[src/rtl/multi_cycle_control.sv]
// Multi-cycle MIPS-style control unit: Moore FSM driving datapath strobes.
// Optional MEM_WAIT_EN macro stalls FETCH/MEM_READ/MEM_WRITE until memReady_i.
module multi_cycle_control (
    input  logic       clk_i,
    input  logic       rst_i,
    input  logic [5:0] opcode_i,
    input  logic [5:0] funct_i,
    input  logic       memReady_i,
    output logic [3:0] aluOp_o,
    output logic       pcWrite_o,
    output logic       pcWriteCond_o,
    output logic       iorD_o,
    output logic       memRead_o,
    output logic       memWrite_o,
    output logic       irWrite_o,
    output logic       memToReg_o,
    output logic       regWrite_o,
    output logic       regDst_o,
    output logic       aluSrcA_o,
    output logic [1:0] aluSrcB_o,
    output logic [1:0] pcSource_o,
    output logic [3:0] state_o,
    output logic       illegal_o
);
    localparam int unsigned OPC_W   = 6;
    localparam int unsigned STATE_W = 4;

    localparam logic [OPC_W-1:0] OP_RTYPE = 6'b000000;
    localparam logic [OPC_W-1:0] OP_LW    = 6'b100011;
    localparam logic [OPC_W-1:0] OP_SW    = 6'b101011;
    localparam logic [OPC_W-1:0] OP_BEQ   = 6'b000100;
    localparam logic [OPC_W-1:0] OP_J     = 6'b000010;
    localparam logic [OPC_W-1:0] OP_ADDI  = 6'b001000;
    localparam logic [OPC_W-1:0] OP_ANDI  = 6'b001100;
    localparam logic [OPC_W-1:0] OP_ORI   = 6'b001101;
    localparam logic [OPC_W-1:0] OP_SLTI  = 6'b001010;
    localparam logic [OPC_W-1:0] OP_XORI  = 6'b001110;

    localparam logic [OPC_W-1:0] FN_SLL   = 6'b000000;
    localparam logic [OPC_W-1:0] FN_SRL   = 6'b000010;
    localparam logic [OPC_W-1:0] FN_SRLV  = 6'b000110;

    typedef enum logic [STATE_W-1:0] {
        S_FETCH     = 4'd0,
        S_DECODE    = 4'd1,
        S_MEM_ADDR  = 4'd2,
        S_MEM_READ  = 4'd3,
        S_MEM_WB    = 4'd4,
        S_MEM_WRITE = 4'd5,
        S_R_EXEC    = 4'd6,
        S_R_WB      = 4'd7,
        S_BRANCH    = 4'd8,
        S_JUMP      = 4'd9,
        S_I_EXEC    = 4'd10,
        S_I_WB      = 4'd11
    } state_t;

    state_t r_state;
    state_t w_state_next;
    state_t w_decode_next;
    logic   r_run;
    logic   w_opcode_legal;
    logic   w_mem_ready;

`ifdef MEM_WAIT_EN
    assign w_mem_ready = memReady_i;
`else
    logic w_unused_mem_ready;
    assign w_unused_mem_ready = memReady_i;
    assign w_mem_ready        = 1'b1;
`endif

    // r_run stays low for the first cycle after reset so FETCH strobes begin on the first edge
    always_ff @(posedge clk_i or posedge rst_i) begin
        if (rst_i) begin
            r_state <= S_FETCH;
            r_run   <= 1'b0;
        end else begin
            r_state <= w_state_next;
            r_run   <= 1'b1;
        end
    end

    // opcode dispatch out of DECODE
    always_comb begin
        w_decode_next  = S_FETCH;
        w_opcode_legal = 1'b1;
        case (opcode_i)
            OP_LW, OP_SW:                               w_decode_next = S_MEM_ADDR;
            OP_RTYPE:                                   w_decode_next = S_R_EXEC;
            OP_BEQ:                                     w_decode_next = S_BRANCH;
            OP_J:                                       w_decode_next = S_JUMP;
            OP_ADDI, OP_ANDI, OP_ORI, OP_SLTI, OP_XORI: w_decode_next = S_I_EXEC;
            default:                                    w_opcode_legal = 1'b0;
        endcase
    end

    always_comb begin
        w_state_next = S_FETCH;
        if (r_run) begin
            case (r_state)
                S_FETCH:     w_state_next = w_mem_ready ? S_DECODE : S_FETCH;
                S_DECODE:    w_state_next = w_decode_next;
                S_MEM_ADDR:  w_state_next = (opcode_i == OP_LW) ? S_MEM_READ : S_MEM_WRITE;
                S_MEM_READ:  w_state_next = w_mem_ready ? S_MEM_WB : S_MEM_READ;
                S_MEM_WRITE: w_state_next = w_mem_ready ? S_FETCH : S_MEM_WRITE;
                S_R_EXEC:    w_state_next = S_R_WB;
                S_I_EXEC:    w_state_next = S_I_WB;
                default:     w_state_next = S_FETCH;
            endcase
        end
    end

    // state decode; all strobes quiet while r_run is low
    always_comb begin
        aluOp_o       = 4'b0000;
        pcWrite_o     = 1'b0;
        pcWriteCond_o = 1'b0;
        iorD_o        = 1'b0;
        memRead_o     = 1'b0;
        memWrite_o    = 1'b0;
        irWrite_o     = 1'b0;
        memToReg_o    = 1'b0;
        regWrite_o    = 1'b0;
        regDst_o      = 1'b0;
        aluSrcA_o     = 1'b0;
        aluSrcB_o     = 2'd0;
        pcSource_o    = 2'd0;
        illegal_o     = 1'b0;
        if (r_run) begin
            case (r_state)
                S_FETCH: begin
                    memRead_o = 1'b1;
                    irWrite_o = w_mem_ready;
                    pcWrite_o = w_mem_ready;
                    aluSrcB_o = 2'd1;
                end
                S_DECODE: begin
                    aluSrcB_o = 2'd3;
                    illegal_o = ~w_opcode_legal;
                end
                S_MEM_ADDR: begin
                    aluSrcA_o = 1'b1;
                    aluSrcB_o = 2'd2;
                end
                S_MEM_READ: begin
                    memRead_o = 1'b1;
                    iorD_o    = 1'b1;
                end
                S_MEM_WB: begin
                    regWrite_o = 1'b1;
                    memToReg_o = 1'b1;
                end
                S_MEM_WRITE: begin
                    memWrite_o = w_mem_ready;
                    iorD_o     = 1'b1;
                end
                S_R_EXEC: begin
                    aluSrcA_o = 1'b1;
                    case (funct_i)
                        FN_SLL:  aluOp_o = 4'b1000;
                        FN_SRL:  aluOp_o = 4'b1001;
                        FN_SRLV: aluOp_o = 4'b1011;
                        default: aluOp_o = 4'b0010;
                    endcase
                end
                S_R_WB: begin
                    regWrite_o = 1'b1;
                    regDst_o   = 1'b1;
                end
                S_BRANCH: begin
                    aluSrcA_o     = 1'b1;
                    aluOp_o       = 4'b0001;
                    pcWriteCond_o = 1'b1;
                    pcSource_o    = 2'd1;
                end
                S_JUMP: begin
                    pcWrite_o  = 1'b1;
                    pcSource_o = 2'd2;
                end
                S_I_EXEC: begin
                    aluSrcA_o = 1'b1;
                    aluSrcB_o = 2'd2;
                    case (opcode_i)
                        OP_ADDI: aluOp_o = 4'b0011;
                        OP_ANDI: aluOp_o = 4'b0100;
                        OP_ORI:  aluOp_o = 4'b0101;
                        OP_SLTI: aluOp_o = 4'b0110;
                        OP_XORI: aluOp_o = 4'b0111;
                        default: aluOp_o = 4'b0000;
                    endcase
                end
                S_I_WB: begin
                    regWrite_o = 1'b1;
                end
                default: ;
            endcase
        end
    end

    assign state_o = STATE_W'(r_state);

endmodule

[config.mk]
export PLATFORM = sky130hd
export DESIGN_NAME = multi_cycle_control
export DESIGN_NICKNAME = d
export VERILOG_FILES = /design/src/rtl/multi_cycle_control.sv
export SDC_FILE = /design/constraint.sdc
export NUM_CORES = 1
export LEC_CHECK = 0
export BUFFER_PORTS_ARGS = -buffer_cell sky130_fd_sc_hd__buf_2
export CORE_MARGIN = 2
export CORE_UTILIZATION = 40
export CTS_CLUSTER_SIZE = 10
export DETAILED_ROUTE_END_ITERATION = 16
export GPL_ROUTABILITY_DRIVEN = 0
export GPL_TIMING_DRIVEN = 0
export MAX_ROUTING_LAYER = met4
export PLACE_DENSITY = 0.86
export RECOVER_POWER = 50
export SYNTH_ARGS = -nofsm -noshare
export SYNTH_HDL_FRONTEND = slang
export SYNTH_SLANG_ARGS = --single-unit
[constraint.sdc]
create_clock -name clk_i -period 1.7 [get_ports clk_i]
set_input_delay 0.34 -clock clk_i [delete_from_list [all_inputs] [get_ports clk_i]]
set_output_delay 0.34 -clock clk_i [all_outputs]
set_load 0.05 [all_outputs]
==> key figures, run 1 <==
Run status
  • Run status: stopped before the end
  • Halt Stage: 5_1_grt
  • Tool Error: [ERROR DPL-0038] Utilization greater than 100%, impossible to legalize

Synthesis
  • Synth warn: 0
  • Post-Synthesis Cells: 111
  • Synth Net Count: approximately 130
  • Syn avg cell area: 6.41 µm²
  • Mapped cell area: 712 µm²
  • Xor/xnor cell area share of the yosys netlist: approximately 2.5%
  • Number of synthesized flops with an enable pin: 0
  • Post-synthesis mux area share: 0%
  • Asr flop ratio synth: 100%
  • Compound-Gate Fraction of Synth Area: between 20% and 30%
  • Main combinational cell family by area after synthesis: simple AND/OR/NAND/NOR gates
  • Main synth FF type: dfrtp_1
  • Register area share after synthesis: between 15 and 20%
  • Post-synthesis register bit count: 5
  • Simple logic cell fraction of the synthesized area: 47.8%
  • Synth cell types: 37
  • Synth Area in Adders: 0%

Clock network
  • CTS sink count: 5
  • Root Buffer: clkbuf_4
  • CTS H-tree lvls: 1
  • Clk buf depth: 2
  • Inserted Clock Buffers: 3

Timing
  • Worst setup endpoint GRT: aluOp_o[0]
  • Worst ep type: primary output

Die
  • Initial Util: around two fifths
  • Horiz. Die Dim: 46.2 µm
  • Rows: 15
  • Die height: 46.2 µm
  • I/O pins: 38

Placed design
  • IO buf count: 34
  • Post-DP HPWL: 1.87 mm

GRT
  • Largest net degree at the start of global routing: 11
-- kinds of logic after synthesis --
logic type	Yosys count
other cells	1
flops	5
compound gates	25
simple gates	64
xor+xnor	2
buf+inv	14
-- synth_stat cells, types with 2 or more instances --
master / instances / share of area (%)
a21oi_1: 8 / 5.6
dfrtp_1: 5 / 18
a2111oi_0: 2 / 2.5
nor2b_1: 6 / 5.3
o211ai_1: 2 / 2.1
nor2_1: 15 / 7.9
nand4_1: 4 / 3.5
or3_1: 2 / 1.8
nor3b_1: 2 / 2.1
clkbuf_1: 6 / 3.2
o21ai_0: 3 / 2.1
nand2b_1: 9 / 7.9
a31oi_1: 2 / 1.8
nor3_1: 8 / 5.6
inv_1: 6 / 3.2
nand2_1: 10 / 5.3
-- through the flow --
stage	hold slack, ps	TNS [ps]	std cells	area, µm²	setup slack, ps
after global placement	228	-1450	170	1160	-623
after CTS	416	-3150	187	1540	-505
after floorplan	118	-3020	111	957	-622
after detailed placement	239	-1660	170	1160	-636
-- what timing repair did --
action | CTS
pin swaps | 8
gates resized for setup | 69
endpoints found under the setup margin | 19
hold buffers | 1
setup buffers | 13
endpoints found under the hold margin | 5
==> run 2: changes to the inputs <==
--- a/config.mk
+++ b/config.mk
@@ -6,14 +6,12 @@
 export NUM_CORES = 1
 export LEC_CHECK = 0
 export BUFFER_PORTS_ARGS = -buffer_cell sky130_fd_sc_hd__buf_2
-export CORE_MARGIN = 2
-export CORE_UTILIZATION = 40
-export CTS_CLUSTER_SIZE = 10
+export CORE_AREA = 2 2 63 65
 export DETAILED_ROUTE_END_ITERATION = 16
+export DIE_AREA = 0 0 65 67
 export GPL_ROUTABILITY_DRIVEN = 0
 export GPL_TIMING_DRIVEN = 0
-export MAX_ROUTING_LAYER = met4
-export PLACE_DENSITY = 0.86
+export PLACE_DENSITY_LB_ADDON = 0.15
 export RECOVER_POWER = 50
 export SYNTH_ARGS = -nofsm -noshare
 export SYNTH_HDL_FRONTEND = slang
==> constraint.sdc (replaced) <==
create_clock -name clk_i -period 2.2 [get_ports clk_i]
set_input_delay 0.44 -clock clk_i [delete_from_list [all_inputs] [get_ports clk_i]]
set_output_delay 0.44 -clock clk_i [all_outputs]
set_load 0.05 [all_outputs]
==> run 2 against run 1 <==
Net effect: the flow now finishes, with violations (negative setup slack); synthesized cell count is the same; synthesized area did not move.
==> key figures, run 2 <==
Run status
  • Run status: finished, violations left (was stopped before the end)
  • Failing checks: negative setup slack

Layout
  • Most frequent cells in the layout: buf_2 (27), nand2_1 (9), nor2_1 (9), nand2b_1 (9), a21oi_1 (7)
  • Layout cells sized above 1: between 40% and 50%
  • N_diodes: 0
  • Fillers: 420
  • Number of flip-flops in the largest register: 4
  • Post-Route Utilization: about 33%
  • Fin nets: ~170
  • Synth-to-Final Area Change: 66.4%
  • Most common cell after layout, fill and taps aside: buf_2
  • Non-filler cells in the finished layout: slightly below 200
  • Final instance area: 1180 µm²

Synthesis
  • Post-Synthesis Cells: 111 (unchanged)
  • Synth warn: 0 (unchanged)
  • Number of synthesized flops with an enable pin: 0 (unchanged)
  • Synth Net Count: 126 (unchanged)
  • Post-synthesis register bit count: 5 (unchanged)
  • Syn avg cell area: 6.41 µm² (unchanged)
  • Register area share after synthesis: 17.6% (unchanged)
  • Top post-synthesis cells by area: dfrtp_1 (18%), nand2b_1 (7.9%), nor2_1 (7.9%) (unchanged)
  • Synth cell types: 37 (unchanged)
  • Asr flop ratio synth: 100% (unchanged)
  • Post-synth top area cell: dfrtp_1 (unchanged)
  • Mapped cell area: 712 µm² (unchanged)
  • Count leader, synth: nor2_1 (unchanged)
  • Post-synth top cells: nor2_1 (15), nand2_1 (10), nand2b_1 (9) (unchanged)
  • Top cell type's share of synthesized area: 17.6% (unchanged)
  • Main synth FF type: dfrtp_1 (unchanged)

GRT
  • Met1 usage: 14.6%
  • Largest net degree at the start of global routing: 11
  • Met3 usage: 1.52%
  • Busiest metal layer after global routing: met2
  • GRT Residual Overflow: 0
  • Number of global-route vias before repair: 930
  • Global Route Usage Sum: about an eighth
  • First-pass GRT wire length: between 4 and 5 mm
  • GRT met2 Usage: between 20% and 30%
  • Initial antenna violation count: 0

Setup path
  • Kind of critical path: in -> out
  • Crit end category: output port
  • R2R Path End: state_o[2]
  • Worst endpoint data arrival time: between 1500 and 2000 ps
  • R2r setup slk: ~780 ps
  • WP data required: 1760 ps
  • CP Max Fanout: 2
  • Worst R2R Path Depth: 5
  • Reg2reg start: state_o[3]
  • Startpoint Class: primary input

Timing
  • Hold Fails Final Rpt: 0
  • Final setup viols: 1
  • Final setup margin: -196 ps
  • Max_slew headroom: between 60% and 70%
  • Fin. max-slew vios: 0
  • Final worst path period need: around 2400 ps
  • Fin crit share: 109%
  • FMAX: about 420 MHz
  • Final TNS setup: -196 ps
  • RSZ-0062 raised after global routing: true
  • Skew final: 1.38 ps
  • Measured slew at the worst slew-check pin: ~590 ps

Route
  • Post-route DRC: 0
  • Routed WL per cell: about 13 µm
  • 1st-pass router iterations: 3
  • Via/cell ratio: 4.68
  • Antenna viol nets, final: 0
  • DRT iter0 DRCs: 16
  • Via count: between 900 and 1000
  • Routed wire length: roughly 2.6 mm

Die
  • Rows: 22 (was 15)
  • Die area: roughly 4400 µm²
  • Initial Util: 19.7% (was 41.7%)
  • I/O pins: 38 (unchanged)
  • Horiz. Die Dim: 65 µm (was 46.2 µm)
  • Die height: 67 µm (was 46.2 µm)
  • Placeable Area: about 3600 µm²

Power and ir drop
  • Peak supply drop: approximately 0.17 mV
  • PD cells: around 360 nW/µm²
  • Leakage: around 0.48 nW

Clock network
  • CTS sink count: 5 (unchanged)
  • CTS H-tree lvls: 1 (unchanged)
  • Root Buffer: clkbuf_8 (was clkbuf_4)
  • Clk buf depth: 2 (unchanged)
  • CTS tree: yes
  • Worst-Skew Late Latency: approximately 220 ps
  • Inserted Clock Buffers: 3 (unchanged)
  • Clock transition at path regs: about 30 ps

Placed design
  • Placed instance count: 193 (was 170)
  • Area post-placement: 1090 µm² (was 1160 µm²)
  • Post-DP HPWL: 2.11 mm (was 1.87 mm)
  • IO buf count: 34 (unchanged)

Job
  • Max-cap check violation count: 0

Worst hold path
  • Hold WC Path Type: in -> async
==> run 2: cell counts after synthesis <==
No cell type changed its count.
==> run 2: layer usage <==
metal	up-vias	part of all wire (%)
li1	472	-
met1	435	44
met2	20	52
met3	0	3.9
met4	0	0
met5	-	0
==> run 2: cells by family after synthesis <==
group                     share of synthesized area, %
xor gates and xnor gates                          2.46
DFF                                               17.6
AOI/OAI and AO/OA                                 23.7
other                                            0.527
buffers and inverters                             7.91
and+or+nand+nor                                   47.8
==> run 2: through the flow <==
step / setup WS (ps) / hold slack (ps) / power [mW]
2_1_floorplan: -322 / 218 / 0.217
3_3_place_gp: -333 / 334 / 0.258
3_5_place_dp: -348 / 344 / 0.259
4_1_cts: -209 / 116 / 0.429
5_1_grt: -233 / 118 / 0.456
6_report: -196 / 111 / 0.424
==> run 2: worst max-delay path by stage <==
stage,start,endpoint,slack (ps)
floorplan,funct_i[0],aluOp_o[0],-320
global placement,funct_i[0],aluOp_o[0],-330
detailed placement,funct_i[0],aluOp_o[0],-350
CTS,funct_i[4],aluOp_o[0],-210
global route,funct_i[4],aluOp_o[0],-230
finish,funct_i[4],aluOp_o[0],-200
==> run 2: layout make-up <==
class	count	area, µm²	share of cell area [%]
well taps	48	60.1	5.07
flip-flops and latches	5	128	10.8
multi-input cells	92	671	56.6
inverters	6	22.5	1.90
repair buffers	35	198	16.7
plain buffers	8	61.3	5.17
clock buffers	4	45.0	3.80
==> run 2: power by group <==
group / leakage, nW / internal, mW / switching, mW / total [mW]
clock: 0.0228 / 0.124 / 0.0393 / 0.163
combinational: 0.391 / 0.0472 / 0.109 / 0.156
sequential: 0.0630 / 0.0962 / 0.00841 / 0.105
total: 0.477 / 0.267 / 0.156 / 0.424
==> run 2: critical path, cell delays in order <==
cell	delay (ps)
buf_6	90
or4_4	530
o32a_1	380
a2111oi_4	310
buf_6	200
==> run 2: timing repair <==
action,4_1_cts,5_1_grt
hold buffers,0,0
endpoints found under the hold margin,0,0
buffers inserted,1,0
endpoints found under the setup margin,6,5
pin swaps,3,0
resized for setup,10,11
Power figures use the tool's default switching activity.
